===== src/rtl/isqrt_seq_pkg.sv =====
// Shared definitions for the sequential integer square root.
// Holds the FSM state encoding, the root-width derivation and the
// legality test for the radicand width.
package isqrt_seq_pkg;

  typedef enum logic [1:0] {
    ST_IDLE = 2'd0,
    ST_CALC = 2'd1,
    ST_DONE = 2'd2
  } state_e;

  // Root width is always half the radicand width.
  function automatic int root_w_of(input int width);
    return width / 2;
  endfunction

  // Radicand must split into whole 2-bit digits, and at least one of them.
  function automatic bit width_ok(input int width);
    return ((width % 2) == 0) && (width >= 2);
  endfunction

endpackage


===== src/rtl/isqrt_seq_if.sv =====
// Start/done bus of the square-root block.
// Ports: start, radicand (requester -> block); busy, done, root, rem (block -> requester).
// master = requester side, slave = the isqrt_seq block.
interface isqrt_seq_if
  import isqrt_seq_pkg::*;
#(
  parameter int WIDTH = 14
);
  localparam int ROOT_W = root_w_of(WIDTH);

  logic              start;
  logic [WIDTH-1:0]  radicand;
  logic              busy;
  logic              done;
  logic [ROOT_W-1:0] root;
  logic [ROOT_W:0]   rem;

  modport master (
    output start, radicand,
    input  busy, done, root, rem
  );

  modport slave (
    input  start, radicand,
    output busy, done, root, rem
  );

endinterface


===== src/rtl/isqrt_step.sv =====
// One restoring square-root iteration: consumes two radicand bits, yields one root bit.
// Purely combinational, zero latency; no handshake.
// Ports: rem_in/root_in (working state), bits_in (next radicand digit) -> rem_out/root_out.
module isqrt_step #(
  parameter int ROOT_W = 7
) (
  input  logic [ROOT_W+1:0] rem_in,
  input  logic [ROOT_W-1:0] root_in,
  input  logic [1:0]        bits_in,
  output logic [ROOT_W+1:0] rem_out,
  output logic [ROOT_W-1:0] root_out
);

  logic [ROOT_W+1:0] t;
  logic [ROOT_W+1:0] trial;

  always_comb begin
    // The working remainder never exceeds 2*root, so shifting it left by two
    // loses only zero bits; t always fits in ROOT_W+2 bits.
    t     = (rem_in << 2) | (ROOT_W + 2)'(bits_in);
    trial = {root_in, 2'b01};
    if (t >= trial) begin
      rem_out  = t - trial;
      root_out = (root_in << 1) | ROOT_W'(1);
    end else begin
      rem_out  = t;
      root_out = root_in << 1;
    end
  end

endmodule


===== src/rtl/isqrt_seq.sv =====
// Sequential floor square root of a WIDTH-bit radicand, one root bit per clock.
// Latency: done pulses ROOT_W cycles after the accepting edge; one result per ROOT_W+1 clocks.
// Backpressure: none; start is ignored while busy, accepted in IDLE or DONE (back-to-back).
// Ports: clk, rst_n (async active-low); bus = slave side of isqrt_seq_if.
module isqrt_seq
  import isqrt_seq_pkg::*;
#(
  parameter int WIDTH = 14
) (
  input logic        clk,
  input logic        rst_n,
  isqrt_seq_if.slave bus
);

  localparam int ROOT_W = root_w_of(WIDTH);
  localparam int CNT_W  = (ROOT_W > 1) ? $clog2(ROOT_W) : 1;

  if (!width_ok(WIDTH)) begin : g_width_chk
    $error("isqrt_seq: WIDTH must be even and >= 2");
  end

  state_e            state_q, state_d;
  logic [WIDTH-1:0]  sr_q, sr_d;
  logic [ROOT_W-1:0] root_w_q, root_w_d;
  logic [ROOT_W+1:0] rem_w_q, rem_w_d;
  logic [CNT_W-1:0]  cnt_q, cnt_d;
  logic [ROOT_W-1:0] root_q, root_d;
  logic [ROOT_W:0]   rem_q, rem_d;

  logic [ROOT_W+1:0] step_rem;
  logic [ROOT_W-1:0] step_root;

  isqrt_step #(.ROOT_W(ROOT_W)) u_step (
    .rem_in   (rem_w_q),
    .root_in  (root_w_q),
    .bits_in  (sr_q[WIDTH-1:WIDTH-2]),
    .rem_out  (step_rem),
    .root_out (step_root)
  );

  always_comb begin
    state_d  = state_q;
    sr_d     = sr_q;
    root_w_d = root_w_q;
    rem_w_d  = rem_w_q;
    cnt_d    = cnt_q;
    root_d   = root_q;
    rem_d    = rem_q;

    case (state_q)
      ST_IDLE, ST_DONE: begin
        if (bus.start) begin
          sr_d     = bus.radicand;
          root_w_d = '0;
          rem_w_d  = '0;
          cnt_d    = CNT_W'(ROOT_W - 1);
          state_d  = ST_CALC;
        end else begin
          state_d  = ST_IDLE;
        end
      end
      ST_CALC: begin
        sr_d     = sr_q << 2;
        root_w_d = step_root;
        rem_w_d  = step_rem;
        cnt_d    = cnt_q - 1'b1;
        // Last digit: publish the result. Outputs stay frozen until the next one.
        if (cnt_q == '0) begin
          root_d  = step_root;
          rem_d   = step_rem[ROOT_W:0];
          state_d = ST_DONE;
        end
      end
      default: state_d = ST_IDLE;
    endcase
  end

  always_ff @(posedge clk or negedge rst_n) begin
    if (!rst_n) begin
      state_q  <= ST_IDLE;
      sr_q     <= '0;
      root_w_q <= '0;
      rem_w_q  <= '0;
      cnt_q    <= '0;
      root_q   <= '0;
      rem_q    <= '0;
    end else begin
      state_q  <= state_d;
      sr_q     <= sr_d;
      root_w_q <= root_w_d;
      rem_w_q  <= rem_w_d;
      cnt_q    <= cnt_d;
      root_q   <= root_d;
      rem_q    <= rem_d;
    end
  end

  assign bus.busy = (state_q == ST_CALC);
  assign bus.done = (state_q == ST_DONE);
  assign bus.root = root_q;
  assign bus.rem  = rem_q;

endmodule


===== src/flat_wrapper.sv =====
// flat-port wrapper written by rule: the top's interface ports become plain ports
module isqrt_seq_flat import isqrt_seq_pkg::*;
#(
  parameter int WIDTH = 14
)
  (clk, rst_n, bus_start, bus_radicand, bus_busy, bus_done, bus_root, bus_rem);
  isqrt_seq_if #(.WIDTH(WIDTH)) bus_i ();
  input logic clk;
  input logic rst_n;
  input wire logic [$bits(bus_i.start)-1:0] bus_start;
  input wire logic [$bits(bus_i.radicand)-1:0] bus_radicand;
  output wire logic [$bits(bus_i.busy)-1:0] bus_busy;
  output wire logic [$bits(bus_i.done)-1:0] bus_done;
  output wire logic [$bits(bus_i.root)-1:0] bus_root;
  output wire logic [$bits(bus_i.rem)-1:0] bus_rem;
  assign bus_i.start = bus_start;
  assign bus_i.radicand = bus_radicand;
  assign bus_busy = bus_i.busy;
  assign bus_done = bus_i.done;
  assign bus_root = bus_i.root;
  assign bus_rem = bus_i.rem;
  isqrt_seq #(.WIDTH(WIDTH)) u_core (.clk(clk), .rst_n(rst_n), .bus(bus_i));
endmodule

===== config.mk =====
export PLATFORM = sky130hd
export DESIGN_NAME = isqrt_seq_flat
export DESIGN_NICKNAME = d
export VERILOG_FILES = /design/src/rtl/isqrt_seq_pkg.sv /design/src/rtl/isqrt_seq_if.sv /design/src/rtl/isqrt_step.sv /design/src/rtl/isqrt_seq.sv /design/src/flat_wrapper.sv
export SDC_FILE = /design/constraint.sdc
export NUM_CORES = 1
export LEC_CHECK = 0
export ABC_AREA = 1
export CAP_MARGIN = 25
export CORE_MARGIN = 4
export CORE_UTILIZATION = 53
export CTS_BUF_LIST = sky130_fd_sc_hd__clkbuf_2
export DETAILED_ROUTE_END_ITERATION = 6
export PLACE_DENSITY = 0.79
export SKIP_CTS_REPAIR_TIMING = 1
export SYNTH_ARGS = -nofsm -noshare
export SYNTH_HDL_FRONTEND = slang
export SYNTH_HIERARCHICAL = 1
export SYNTH_SLANG_ARGS = --single-unit

===== constraint.sdc =====
create_clock -name clk -period 1.6 [get_ports clk]
set_clock_uncertainty 0.05 [all_clocks]
set_input_delay 0.16 -clock clk [delete_from_list [all_inputs] [get_ports clk]]
set_output_delay 0.16 -clock clk [all_outputs]
set_load 0.1 [all_outputs]

Yosys cells after proc, flatten, opt, wreduce, memory -nomap -nowiden:

Cells that the tools add are included.

* bits in registers: 48
* input bits: 17

* $add $sub $neg: 2
* magnitude comparators: 1
* eq/ne operators: 4
* muxes and demuxes: 13
* bitwise gates (word level): 1
* reductions and logical operators: 6

Operators with widths (number)
* case mux 14 bit (2 select lines): 1
* case mux 7 bit (2 select lines): 2
* two-way mux 14 bit: 1
* two-way mux 7 bit: 2
* >= comparator 9 bit: 1
* OR 9 x 2 -> 9 bit: 1
* two-way mux 8 bit: 1
* subtractor 8 bit: 1
* case mux 3 bit (2 select lines): 1
* case mux 2 bit (2 select lines): 1
* AND reduction 2 bit: 2
* logical NOT 3 bit: 1
* two-way mux 3 bit: 1
* subtractor 3 x 1 -> 3 bit, second input constant: 1
* equality test 2 x 1 -> 1 bit, second input constant: 1
* equality test 2 bit, second input constant: 1
* logical NOT 2 bit: 1
* two-way mux 1 bit: 2
* two-way mux 2 bit: 1
* != test 2 x 1 -> 1 bit, second input constant: 1
* != test 2 bit, second input constant: 1
* nonzero test 2 bit: 1
* OR reduction 2 bit: 1

Logic depth before layout (Yosys ltp):

* depth in word-level cells: 4
* gate-level depth with buffers: 13

Modules after synthesis:

The synthesis kept the hierarchy.

Modules (own cells, without submodules)
* isqrt_seq: instances 1, cells each 269, area each 2269.7 um^2
* isqrt_step: instances 1, cells each 130, area each 700.7 um^2

Worst setup path before layout:

No wires, ideal clock.

* path type: reg-to-output
* from: register u_core.state_q[0]
* to: output bus_done
* arrival time: 1924 ps
* slack: -534 ps
* cell stages (with the launch flop): 4
* buffers on the path: 2
* cells stage by stage: dfrtp_1 > buf_6 > buf_2 > nor2_1

* cells in the longest elaborated chain, start to end: 1

Ends and longest elaborated chain
* start: declaration: RTL line isqrt_seq.sv:22 `state_e state_q, state_d;`
* start signal: assignment: RTL line isqrt_seq.sv:88 `state_q <= state_d;`
* equality test 2 bit: RTL line isqrt_seq.sv:99 `assign bus.done = (state_q == ST_DONE);`
* end: declaration: RTL line flat_wrapper.sv:13 `output wire logic [$bits(bus_i.done)-1:0] bus_done;`

Every way passes these cells.

Worst setup path after layout:

* from: register u_core.root_w_q[2]
* to: register u_core.rem_q[5], in the netlist u_core/bus.rem[5]

* cells in the longest elaborated chain, start to end: 2

Ends and longest elaborated chain
* start: declaration: RTL line isqrt_seq.sv:24 `logic [ROOT_W-1:0] root_w_q, root_w_d;`
* start signal: assignment: RTL line isqrt_seq.sv:90 `root_w_q <= root_w_d;`
* subtractor 8 bit / >= comparator 9 bit (equally long branches): RTL line isqrt_step.sv:23, isqrt_step.sv:22
* two-way mux 8 bit *: RTL line isqrt_step.sv:22 `if (t >= trial) begin`
* net u_core.step_rem[5]: RTL line isqrt_seq.sv:30 `logic [ROOT_W+1:0] step_rem;`
* end signal: assignment: RTL line isqrt_seq.sv:94 `rem_q <= rem_d;`
* end: declaration: RTL line isqrt_seq.sv:28 `logic [ROOT_W:0] rem_q, rem_d;`

Mark *: on every way through the listed nets, which the timed path passes. The rest lies on a longest branch.
A chain may end at the register's enable or synchronous reset.

==> results.yml <==
setup_path:
  startpoint: "u_core/root_w_q[2]$_DFFE_PN0P_"
  crit_type: "reg -> reg"
  worstPathRequired_ns: 1.94
  cp-start-kind: "flip-flop"
  arrival_ns: 2.20
  worstReg2RegStart: "u_core/root_w_q[2]$_DFFE_PN0P_"
  cp_max_fo: 6
  endpoint_kind: "flip-flop"
  ff2ff_path_depth: 11
run_status:
  status: "complete, but fails checks"
  failed_checks: "negative setup slack"
global_route:
  grt_pass1_vias: 2379
  antenna_found_initial: 0
  grt_pass1_wl_um: 10300
  globalRouteOverflowTotal: 0
  grt_start_max_net_pins: 31
  gr-usage-all-layers: 0.202
route:
  drtIter0Drc: 178
  totalWireLength_um: 7210
  viasPerCell: 5.18
  ant_nets: 0
  met2_wirelength_um: 3850
  wl_met1_um: 2750
  drtPass1Iterations: 4
  wire_per_inst_um: 14.0
  drc: 0
  wl_met3_um: 322
  topRoutingLayerUsed: "met4"
  vias: 2663
clock_network:
  htree_levels: 2
  clock_sinks: 48
  tritoncts: "built"
  path_clk_slew_ns: 0.24
  clk_latency_ns: 0.44
  cts.path.max_buffers: 2
  clockRootBuffer: "clkbuf_2"
  cts_buffers: 5
sta:
  holdWs_ns: 0.128
  period_share: 1.16
  final_hold_viol_count: 0
  worst_slack_ns: -0.259
  rsz0062_at_grt: "true"
  post-route-min-period_ns: 1.86
  tightest_slew_ns: 0.505
  slew-limit-headroom: 0.664
  setup_viol: 19
  finalMaxSlewViolations: 0
  max_freq_ghz: 0.538
yosys:
  syn_inst: 378
  synth_warnings: 6
  synth_nets: 406
  syn-cell-area_mm2: 0.00284
  syn_area_per_cell_um2: 7.52
die:
  die-height_um: 81.3
  core-area_mm2: 0.00514
  dieArea_mm2: 0.00660
  dieWidth_um: 81.3
  initial_core_util: 0.553
  row_count: 26
  io_pins: 34
placed_design:
  hpwl_um: 4530
  portBuffers: 33
  place_ws_ns: -0.213
  gp_congestion: 0.833
finish:
  nets: 472
  syn2layout_area_growth_pct: 36.9
  final_common_cell: "nand2_1"
  layout-drive-gt1-share: 0.295
  layout_common_cells: "nand2_1, dfrtp_1, inv_1, nand3_1, buf_4"
  n_antenna_cell: 0
job:
  maxCapViolCount: 0
worst_hold_path:
  hold_path.class: "in -> async"
## critical path: stages, from the launching register on
cell     delay (ns)
dfrtp_1        0.45
inv_2          0.10
ha_4           0.23
nand2_2        0.07
nand2_2        0.07
a21oi_2        0.16
nand2_2        0.12
nand2_4        0.16
nand3_1        0.17
nand2_4        0.12
nand2_2        0.06
nand2_1        0.07
## final cells by class
cell class | count | area, µm²
flip-flops and latches | 48 | 1200
clock buffers | 5 | 25.0
repair buffers | 74 | 833
clock inverters | 2 | 12.5
well taps | 70 | 87.6
inverters | 55 | 214
multi-input cells | 260 | 1520
fillers | 364 | 1250
## final timing paths
| check | endpoint | slack [ns] |
|---|---|---|
| worst max-delay path | u_core/bus.rem[5]$_DFFE_PN0P_ | -0.26 |
| worst min-delay path | u_core/root_w_q[6]$_DFFE_PN0P_ | 0.13 |
| worst max register to register | u_core/bus.rem[5]$_DFFE_PN0P_ | -0.26 |
| worst min register to register | u_core/sr_q[8]$_DFFE_PN0P_ | 0.46 |
| max in group asynchronous | u_core/bus.rem[3]$_DFFE_PN0P_ | 0.83 |
| min in group clk | u_core/sr_q[0]$_DFFE_PN0P_ | 0.20 |
## routing by layer
layer	vias to the layer above	track usage
met5	-	0
met4	0	0.0794
met3	30	0.0432
met2	99	0.365
met1	1262	0.231
li1	1272	-
## per-stage QoR
stage / setup TNS [ns] / utilization / std cells / instance area, µm²
floorplan: -1.32 / - / 378 / 2850
global placement: -2.08 / 0.672 / 486 / 3450
global route: -5.19 / 0.757 / 514 / 3890
CTS: -4.30 / 0.679 / 493 / 3490
finish: -3.54 / 0.757 / 514 / 3890
detailed placement: -3.07 / 0.672 / 486 / 3450
## sequential cells by signal, summed over array words and instances, names as in the netlist
register         cells
u_core/bus.rem       8
u_core/bus.root      7
u_core/cnt_q         3
u_core/rem_w_q       7
u_core/root_w_q      7
u_core/sr_q         14
u_core/state_q       2
Power is left out: the tool's default activity adds up to more than one toggle a clock period on the data nets, which glitch-free logic cannot reach.
